<file path="config.mk">
export PLATFORM = sky130hd
export DESIGN_NAME = impl_window_sched
export DESIGN_NICKNAME = d
export VERILOG_FILES = /design/src/rtl/impl_window_sched.sv
export SDC_FILE = /design/constraint.sdc
export NUM_CORES = 1
export LEC_CHECK = 0
export ABC_AREA = 1
export BUFFER_PORTS_ARGS = -buffer_cell sky130_fd_sc_hd__buf_4
export CAP_MARGIN = 5
export CORE_MARGIN = 5
export CORE_UTILIZATION = 45
export DETAILED_ROUTE_END_ITERATION = 8
export GPL_TIMING_DRIVEN = 0
export PLACE_DENSITY = 0.6
export SLEW_MARGIN = 20
export SYNTH_ARGS = -nofsm -noshare
export SYNTH_HDL_FRONTEND = slang
export SYNTH_SLANG_ARGS = --single-unit
</file>
<file path="constraint.sdc">
create_clock -name clk -period 5.3 [get_ports clk]
set_input_delay 1.59 -clock clk [delete_from_list [all_inputs] [get_ports clk]]
set_output_delay 1.59 -clock clk [all_outputs]
set_load 0.02 [all_outputs]
</file>
<file path="src/rtl/impl_window_sched.sv">
// Attempt scheduler for antecedent |-> ##[MIN_DLY:MAX_DLY] (consequent && data == tag).
// Optional macro IMPL_SCHED_DISABLE_IFF_EN adds disable_i with disable-iff semantics.
module impl_window_sched #(
    parameter int SLOTS   = 4,
    parameter int MIN_DLY = 3,
    parameter int MAX_DLY = 10,
    parameter int DW      = 8,
    localparam int CW     = $clog2(SLOTS + 1)
) (
    input  logic          clk,
    input  logic          rst,
    input  logic          ante_i,
    input  logic [DW-1:0] ante_tag_i,
    input  logic          cons_vld_i,
    input  logic [DW-1:0] cons_data_i,
`ifdef IMPL_SCHED_DISABLE_IFF_EN
    input  logic          disable_i,
`endif
    output logic [CW-1:0] pass_cnt_o,
    output logic [CW-1:0] fail_cnt_o,
    output logic          overflow_o,
    output logic [CW-1:0] active_o
);

    localparam logic [7:0] MIN_A = 8'(MIN_DLY);
    localparam logic [7:0] MAX_A = 8'(MAX_DLY);

    typedef enum logic {FREE = 1'b0, ARMED = 1'b1} slot_st_t;

    slot_st_t          r_st  [SLOTS];
    logic [7:0]        r_age [SLOTS];
    logic [DW-1:0]     r_tag [SLOTS];
    logic [CW-1:0]     r_pass_cnt;
    logic [CW-1:0]     r_fail_cnt;
    logic [CW-1:0]     r_active;
    logic              r_overflow;

    logic [SLOTS-1:0]  w_match;
    logic [SLOTS-1:0]  w_fail;
    logic [SLOTS-1:0]  w_alloc;
    logic [SLOTS-1:0]  w_armed_nxt;
    logic              w_found;
    logic              w_drop;
    logic              w_kill;

`ifdef IMPL_SCHED_DISABLE_IFF_EN
    assign w_kill = rst | disable_i;
`else
    assign w_kill = rst;
`endif

    function automatic logic [CW-1:0] popcnt(input logic [SLOTS-1:0] v);
        logic [CW-1:0] c;
        c = '0;
        for (int i = 0; i < SLOTS; i++) c = c + CW'(v[i]);
        return c;
    endfunction

    // Resolve every slot first, then hand the antecedent to the lowest slot free afterwards
    always_comb begin
        w_match     = '0;
        w_fail      = '0;
        w_alloc     = '0;
        w_armed_nxt = '0;
        w_found     = 1'b0;
        w_drop      = 1'b0;
        for (int i = 0; i < SLOTS; i++) begin
            w_match[i] = (r_st[i] == ARMED) && (r_age[i] >= MIN_A) && (r_age[i] <= MAX_A)
                         && cons_vld_i && (cons_data_i == r_tag[i]);
            w_fail[i]  = (r_st[i] == ARMED) && (r_age[i] == MAX_A) && !w_match[i];
        end
        for (int i = 0; i < SLOTS; i++) begin
            if (ante_i && !w_kill && !w_found &&
                ((r_st[i] == FREE) || w_match[i] || w_fail[i])) begin
                w_alloc[i] = 1'b1;
                w_found    = 1'b1;
            end
        end
        w_drop = ante_i && !w_kill && !w_found;
        for (int i = 0; i < SLOTS; i++) begin
            w_armed_nxt[i] = w_alloc[i] | ((r_st[i] == ARMED) & ~w_match[i] & ~w_fail[i]);
        end
    end

    always_ff @(posedge clk) begin
        if (w_kill) begin
            for (int i = 0; i < SLOTS; i++) r_st[i] <= FREE;
            r_pass_cnt <= '0;
            r_fail_cnt <= '0;
            r_overflow <= 1'b0;
            r_active   <= '0;
        end else begin
            for (int i = 0; i < SLOTS; i++) r_st[i] <= w_armed_nxt[i] ? ARMED : FREE;
            r_pass_cnt <= popcnt(w_match);
            r_fail_cnt <= popcnt(w_fail);
            r_overflow <= w_drop;
            r_active   <= popcnt(w_armed_nxt);
        end
    end

    // Age and tag are only meaningful while the slot is ARMED, so they carry no reset
    always_ff @(posedge clk) begin
        for (int i = 0; i < SLOTS; i++) begin
            if (w_alloc[i]) begin
                r_age[i] <= 8'd1;
                r_tag[i] <= ante_tag_i;
            end else if (r_st[i] == ARMED) begin
                r_age[i] <= r_age[i] + 8'd1;
            end
        end
    end

    assign pass_cnt_o = r_pass_cnt;
    assign fail_cnt_o = r_fail_cnt;
    assign overflow_o = r_overflow;
    assign active_o   = r_active;

endmodule

</file>
==> results of run 1 <==
==> path summary, 6_finish.rpt <==
| check | end | slack [ps] | depth (start not counted) |
|---|---|---|---|
| setup reg to reg | active_o[1] | 2360 | 17 |
| hold reg to reg | r_age[2][0] | 590 | 1 |
| setup / recovery | active_o[1] | 1730 | 16 |
| hold / removal | r_age[2][0] | 590 | 1 |
==> metal layers <==
layer  vias to the layer above  share of wire  track usage
met4                         0          0.013      0.04932
met2                        54           0.45       0.2440
li1                       1506              -            -
met1                      1273           0.49       0.1998
met3                         8          0.043      0.03144
met5                         -              0            0
==> report_power, final <==
group	total, mW	internal [mW]	switching (mW)
registers	0.689	0.677	0.0123
logic	0.0890	0.0342	0.0548
clock network	0.496	0.267	0.229
==> cells in the mapped netlist <==
library cell,n
nor2_1,79
o21ai_0,10
o22ai_1,3
a21oi_1,8
nand2_1,81
nand3_1,28
nand2_2,2
nand3b_1,1
nand3_4,1
nor2_4,1
clkbuf_1,1
nor3_1,7
ha_1,14
inv_1,73
nand2_4,2
nand3_2,1
edfxtp_1,64
nand4_4,1
nor4_1,1
nor3b_2,1
fa_1,3
or2_1,1
nor2_2,4
nand4_1,4
nor4b_1,1
xor2_1,16
or2_0,1
o21ai_4,1
o21ai_2,1
o211ai_1,1
dfxtp_1,14
o21ai_1,4
inv_2,3
xnor2_1,8
or2_2,2
==> kinds of logic (layout without fill, tap and decap cells) <==
| family | Yosys count | after routing | synth area share |
|---|---|---|---|
| buf+inv | 77 | 122 | 0.07086 |
| fa+ha+maj | 17 | 17 | 0.05767 |
| xor+xnor | 24 | 24 | 0.05153 |
| simple gates | 219 | 219 | 0.2405 |
| compound gates | 28 | 28 | 0.03957 |
| flops | 78 | 78 | 0.5399 |
==> cell type report <==
class	instances	area (µm²)	share of cell area
multi-input cells	288	1588	0.3412
clock buffers	9	123.9	0.02662
inverters	76	285.3	0.06131
plain buffers	1	3.754	0.0008067
repair buffers	29	217.7	0.04679
well taps	108	135.1	0.02904
flip-flops and latches	78	2202	0.4732
clock inverters	7	97.59	0.02097
==> worst register-to-register path: stages, from the launching register on <==
cell and delay (ps):
edfxtp_1 470, ha_1 270, inv_1 60, nand2_1 60, nor2_1 100, nand2_1 110
nand2_1 70, nor2_1 40, nand2_2 110, nand4_4 140, nor2_4 200, nand2_1 110
nand2_1 90, fa_1 430, ha_1 210, ha_1 270, inv_1 50, nor2_1 30
==> sequential cells by signal (all words and copies together) (netlist names) <==
| register | flops |
|---|---|
| r_age | 32 |
| active_o | 3 |
| r_tag | 32 |
| r_st | 4 |
| fail_cnt_o | 3 |
| pass_cnt_o | 3 |
| overflow_o | 1 |
==> stage by stage <==
step / hold WS (ps) / cells
after floorplan: 528.6 / 443
after global placement: 582.4 / 580
after detailed placement: 571.5 / 580
after CTS: 592.9 / 596
after global routing: 605.9 / 596
final: 592.4 / 596
==> flow_summary.toml, run 1 <==
[layout]
final_nets = 520
final_cell_mix = "nand2_1, nor2_1, inv_1, edfxtp_1, buf_4"
num_antenna_cells = 0
drive_above_1_share = 0.1311
fillers = 803
fin_util = 0.5310
area_growth_pct = 14.08
mostFrequentLayoutCell = "nand2_1"
design_area_um2 = 4653

[clock_tree]
clk_latency_ps = 350
h-tree-depth = 3
cts_buffer_depth = 2
cts-resized-gates = 0
cts_tree = "done"
cts_made_buffers = 9
postCtsSetupBuffers = 0
cts-root-buf = "clkbuf_8"
cts.sinks = 78
holdBufCountCts = 0
clk_pin_slew_ps = 80

[yosys]
yosysSeqAreaShare = 0.5399
yosysTopAreaCell = "edfxtp_1"
synth_area_leaders = "edfxtp_1, nand2_1, nor2_1"
synth_seq_cells = 78
synth_cells = 443
synth_top_area_frac = 0.4712
netlist_area_um2 = 4079
yosysWarnings = 0
yosysUniqueCellTypes = 35
synth_nets = 480
synth.avg_cell_area_um2 = 9.207

[sta]
setup_slack_ps = 1725
finalCritPeriodShare = 0.6745
fin_tns_setup_ps = 0
fmax_mhz = 279.8
rsz0062_at_grt = "false"
hold_viol = 0
period_needed_ps = 3575
tightest_slew_ps = 950.7
slew_headroom = 0.3639
drv_slew = 0
setup_viol = 0
skew_ps = 11.45

[die]
die_h_um = 105.2
start_util = 0.4654
die_w_um = 105.2
core-area_um2 = 8763
dieArea_um2 = 11070
row_count = 34
io_pins = 30

[setup_path]
end_kind = "register"
critPathTopFamily = "adder cells"
crit_type = "primary input to register"
r2r-start = "r_age[0][0]"
crit_arrival_ps = 3800
crit_slowest_cell = "fa_1"
critical_path.max_fanout = 5
cpPeakStageDelay_ps = 460
cp_cell_sequence = "buf_4, inv_1, o21ai_0, nor2_1, nand2_1, nor2_1, nand2_1, nand2_1, nor2_2, nand2_1, nand2_1, fa_1, ha_1, ha_1, inv_1, nor2_1"
crit_path_frequent_cell = "nand2_1"
startpoint_type = "primary input"
crit_buf_inv = 3
required_ps = 5530
cp-startpoint = "cons_data_i[1]"

[power]
power.leakage_nw = 2.040
total_power_mw = 1.274
pwr_density_cell_nw_per_um2 = 273.9
max-vdd-ir-drop_mv = 0.1533

[detailed_routing]
num_vias = 2841
routedWlPerCell_um = 13.31
drc_errors = 0
ant_nets = 0
via_per_inst = 4.767
drt-initial-drc-count = 98
drtPass1Iterations = 6
routed_wl_mm = 7.934

[global_route]
grt_max_degree = 15
grt_usage = 0.1500
grt_pass1_wl_mm = 13.30
grt_remaining_overflow = 0
antenna_found_initial = 0
grt_pass1_vias = 2808

[min_path]
hold_path.class = "register to register"
hold_path.startpoint = "r_st[2]"

[placement]
post-dp-hpwl_mm = 6.039
gp_congestion = 0.8849
port_buffers = 29
dp_slack_ps = 1356
place_area_um2 = 4432

[status]
status = "completed"

[flow_run]
drv_cap = 0
No activity file was read; power rests on OpenSTA's default activity.
==> run 2: changes to the inputs <==
- PLACE_DENSITY: 0.6 -> 0.63
- clock period: 5.3 -> 3.15 ns (I/O delays scaled with it)
==> flow_summary.toml, run 2 (synthesis gave the netlist of run 1 again) <==
[power]
switching_share = 0.2449
combPwrFrac = 0.077
max-vdd-ir-drop_mv = 0.2498
power.switching_mw = 0.4785
intPower_mw = 1.475
power_frac_seq = 0.594
clockPowerShare = 0.329
total_power_mw = 1.954
power.leakage_nw = 2.011
pwr_density_cell_nw_per_um2 = 425.1

[detailed_routing]
via_per_inst = 4.809
routedWlPerCell_um = 13.05
num_vias = 2866
drc_errors = 0
drt-initial-drc-count = 129
ant_nets = 0
routed_wl_mm = 7.779
drtPass1Iterations = 4

[min_path]
whs_endpoint = "r_age[0][0]"
hold_path.class = "register to register"
min_path_cells = 1
hold_path.startpoint = "r_st[0]"

[status]
status = "completed"

[layout]
drive_above_1_share = 0.1311
num_antenna_cells = 0
final_cells = 596
reg_top3 = "r_age: 32 flops, r_tag: 32 flops, r_st: 4 flops"
mostFrequentLayoutCell = "nand2_1"
area_growth_pct = 12.70
final_cell_mix = "nand2_1, nor2_1, inv_1, edfxtp_1, buf_4"
final_nets = 520

[setup_path]
critical_path.max_fanout = 6
r2r_setup_slack_ps = 250
required_ps = 3380
crit_buf_inv = 3
reg2reg_depth = 17
startpoint_type = "primary input"
critPathTopFamily = "adder cells"
r2r-start = "r_age[0][0]"
crit_slowest_cell = "nor4b_1"
rr_endpoint = "active_o[1]"
cpPeakStageDelay_ps = 550
crit_arrival_ps = 3160
cp_cell_sequence = "buf_4, inv_1, nand2_1, nand2_1, nor4_1, nor4b_1, fa_1, ha_1, ha_1, inv_1, nor2_1"
end_kind = "register"
crit_type = "primary input to register"

[sta]
fin_tns_setup_ps = 0
skew_ps = 9.237
tightest_slew_ps = 859.4
slew_headroom = 0.4249
setup_viol = 0
hold_viol = 0
rsz0062_at_grt = "false"
fmax_mhz = 341.4
period_needed_ps = 2929
finalCritPeriodShare = 0.9300
drv_slew = 0

[clock_tree]
cts_made_buffers = 9
clk_pin_slew_ps = 80
cts-resized-gates = 0
clk_latency_ps = 350
cts_buffer_depth = 2
cts.sinks = 78
postCtsSetupBuffers = 0
cts_tree = "done"
holdBufCountCts = 0
cts-root-buf = "clkbuf_8"
h-tree-depth = 3

[die]
die_h_um = 105.2
dieArea_um2 = 11070
core-area_um2 = 8763
row_count = 34
die_w_um = 105.2
start_util = 0.4654
io_pins = 30

[global_route]
grt_remaining_overflow = 0
grt_usage = 0.1480
grt_max_degree = 14
grt_pass1_wl_mm = 13.07
antenna_found_initial = 0
grt_pass1_vias = 2816

[placement]
port_buffers = 29
post-dp-hpwl_mm = 5.980
dpl.cell_count = 580
gp_congestion = 0.8376

[flow_run]
drv_cap = 0
## run 2: power by group through the flow
stage                     Sequential [mW]  Combinational [mW]  Clock [mW]
after floorplan                      1.18              0.0916           0
after global placement               1.18               0.147           0
after detailed placement             1.18               0.150           0
after CTS                            1.16               0.151       0.662
after global routing                 1.16               0.170       0.711
final                                1.16               0.150       0.644
## run 2: per-layer routing
metal | GRT usage | vias to the layer above | routed length (µm)
met5 | 0 | - | 0
met4 | 0.06119 | 0 | 159
met3 | 0.03453 | 13 | 393
met2 | 0.2306 | 58 | 3525
met1 | 0.1986 | 1288 | 3701
li1 | - | 1507 | -
## run 2: through the flow
step / setup WS [ps] / hold slack (ps) / instance area [µm²] / utilization
floorplan: 219.3 / 528.6 / 4079 / -
global placement: -134.4 / 586.5 / 4432 / 0.5057
detailed placement: -150.4 / 596.0 / 4432 / 0.5057
CTS: 206.2 / 614.0 / 4597 / 0.5246
global route: 18.81 / 647.2 / 4597 / 0.5246
finish: 220.5 / 616.4 / 4597 / 0.5246
## run 2: cell type report
cell class / count / area (µm²)
Inverter: 76 / 285.3
Tap cell: 108 / 135.1
Buffer: 1 / 3.754
Clock buffer: 9 / 123.9
Clock inverter: 7 / 41.29
Sequential cell: 78 / 2202
Fill cell: 821 / 4167
Multi-Input combinational cell: 288 / 1588
Timing Repair Buffer: 29 / 217.7
## run 2: worst max-delay path by stage
stage                     cells past startpoint             to            from
final                                        11  pass_cnt_o[1]  cons_data_i[3]
after global routing                         16    active_o[1]  cons_data_i[1]
after CTS                                    11  pass_cnt_o[1]  cons_data_i[3]
after detailed placement                     11  pass_cnt_o[1]  cons_data_i[3]
after global placement                       11  pass_cnt_o[1]  cons_data_i[3]
after floorplan                              16    active_o[1]  cons_data_i[3]
==> run 3: changes to the inputs <==
- BUFFER_PORTS_ARGS: -buffer_cell sky130_fd_sc_hd__buf_4 -> not set
- DONT_BUFFER_PORTS: not set -> 1
- PLACE_DENSITY: 0.63 -> 0.6
==> flow_summary.toml, run 3 (synthesis gave the netlist of run 1 again) <==
[layout]
regArea_um2 = 2202
reg_top3 = "r_age: 32 flops, r_tag: 32 flops, r_st: 4 flops"
multi_input_area_um2 = 1588
final_cell_mix = "nand2_1, nor2_1, inv_1, edfxtp_1, nand3_1"
mostFrequentLayoutCell = "nand2_1"
area_growth_pct = 8.558
num_antenna_cells = 0
fillers = 831
fin_util = 0.5053
drive_above_1_share = 0.07625
final_nets = 491

[clock_tree]
h-tree-depth = 3
cts_tree = "done"
cts.sinks = 78
cts_buffer_depth = 2
cts_made_buffers = 9
clk_latency_ps = 350
postCtsSetupBuffers = 0
cts-resized-gates = 0
cts-root-buf = "clkbuf_8"
clk_pin_slew_ps = 80
holdBufCountCts = 0

[global_route]
grt_usage = 0.1457
grt_max_degree = 14
grt_remaining_overflow = 0
grt_pass1_wl_mm = 12.75
grt_pass1_vias = 2613
antenna_found_initial = 0

[detailed_routing]
wl_met1_mm = 3.648
routedWlPerCell_um = 13.53
wl_met3_um = 469
routed-wl-met2_mm = 3.458
drtPass1Iterations = 5
via_per_inst = 4.875
drt-initial-drc-count = 116
top_layer_used = "met4"
routed_wl_mm = 7.669
drc_errors = 0
ant_nets = 0
num_vias = 2764

[die]
io_pins = 30
start_util = 0.4654
die_h_um = 105.2
die_w_um = 105.2
core-area_um2 = 8763
row_count = 34
dieArea_um2 = 11070

[setup_path]
reg2reg_depth = 17
end_kind = "register"
required_ps = 3380
r2r_setup_slack_ps = 250
crit_arrival_ps = 3130
startpoint_type = "register"
critical_path.max_fanout = 6
r2r-start = "r_age[0][0]"
rr_endpoint = "active_o[1]"
crit_type = "register to register"

[power]
pwr_density_cell_nw_per_um2 = 471.3
total_power_mw = 2.087
max-vdd-ir-drop_mv = 0.3831
power.leakage_nw = 1.893

[placement]
post-dp-hpwl_mm = 5.959
gp_congestion = 0.8091
port_buffers = 0

[sta]
setup_viol = 0
fin_tns_setup_ps = 0
skew_ps = 8.346
drv_slew = 0
hold_slack_ps = 612.0
slew_headroom = 0.4239
period_needed_ps = 2897
hold_viol = 0
finalCritPeriodShare = 0.9198
rsz0062_at_grt = "false"
fmax_mhz = 345.1
tightest_slew_ps = 861.0

[min_path]
hold_path.class = "register to register"
whs_endpoint = "r_age[0][0]"
hold_path.startpoint = "r_st[0]"
min_path_cells = 1

[status]
status = "completed"

[flow_run]
drv_cap = 0
==> run 3: stage by stage <==
step | setup WS (ps) | area, µm² | cells
floorplan | 219.3 | 4079 | 443
detailed placement | -62.39 | 4214 | 551
CTS | 222.1 | 4428 | 567
global route | 5.882 | 4428 | 567
finish | 252.6 | 4428 | 567
global placement | -42.25 | 4214 | 551
==> run 3: where the power goes <==
group | internal (mW) | switching (mW) | total (mW)
combinational | 0.0401 | 0.0742 | 0.114
clock | 0.445 | 0.365 | 0.810
sequential | 1.14 | 0.0227 | 1.16
total | 1.62 | 0.462 | 2.09
==> run 3: worst max-delay path, cell delays in order (launching register included) <==
cell and delay [ps]:
edfxtp_1 460, ha_1 260, inv_1 60, nand2_1 60
nor2_1 90, nand2_1 100, nand2_1 70, nor2_1 40
nand2_2 110, nand4_4 140, nor2_4 200, nand2_1 110
nand2_1 100, fa_1 420, ha_1 220, ha_1 270
inv_1 50, nor2_1 30
==> run 3: layout make-up <==
type	instances	area share
Sequential cell	78	0.4973
Inverter	76	0.06443
Buffer	1	0.0008477
Multi-Input combinational cell	288	0.3586
Clock inverter	6	0.01950
Clock buffer	10	0.02882
Tap cell	108	0.03052
==> run 3: worst max-delay path by stage <==
stage / start / to / slack, ps / depth (start not counted)
floorplan: cons_data_i[3] / active_o[1] / 220 / 16
global placement: cons_data_i[3] / pass_cnt_o[1] / -40 / 10
detailed placement: cons_data_i[3] / pass_cnt_o[1] / -60 / 10
CTS: r_age[0][0] / active_o[1] / 220 / 17
global route: r_age[0][1] / active_o[1] / 6 / 17
finish: r_age[0][0] / active_o[1] / 250 / 17
==> run 3: metal layers <==
metal  vias to the layer above  track usage
li1                       1444            -
met1                      1244       0.1910
met2                        65       0.2279
met3                        11      0.05672
met4                         0      0.03470
met5                         -            0
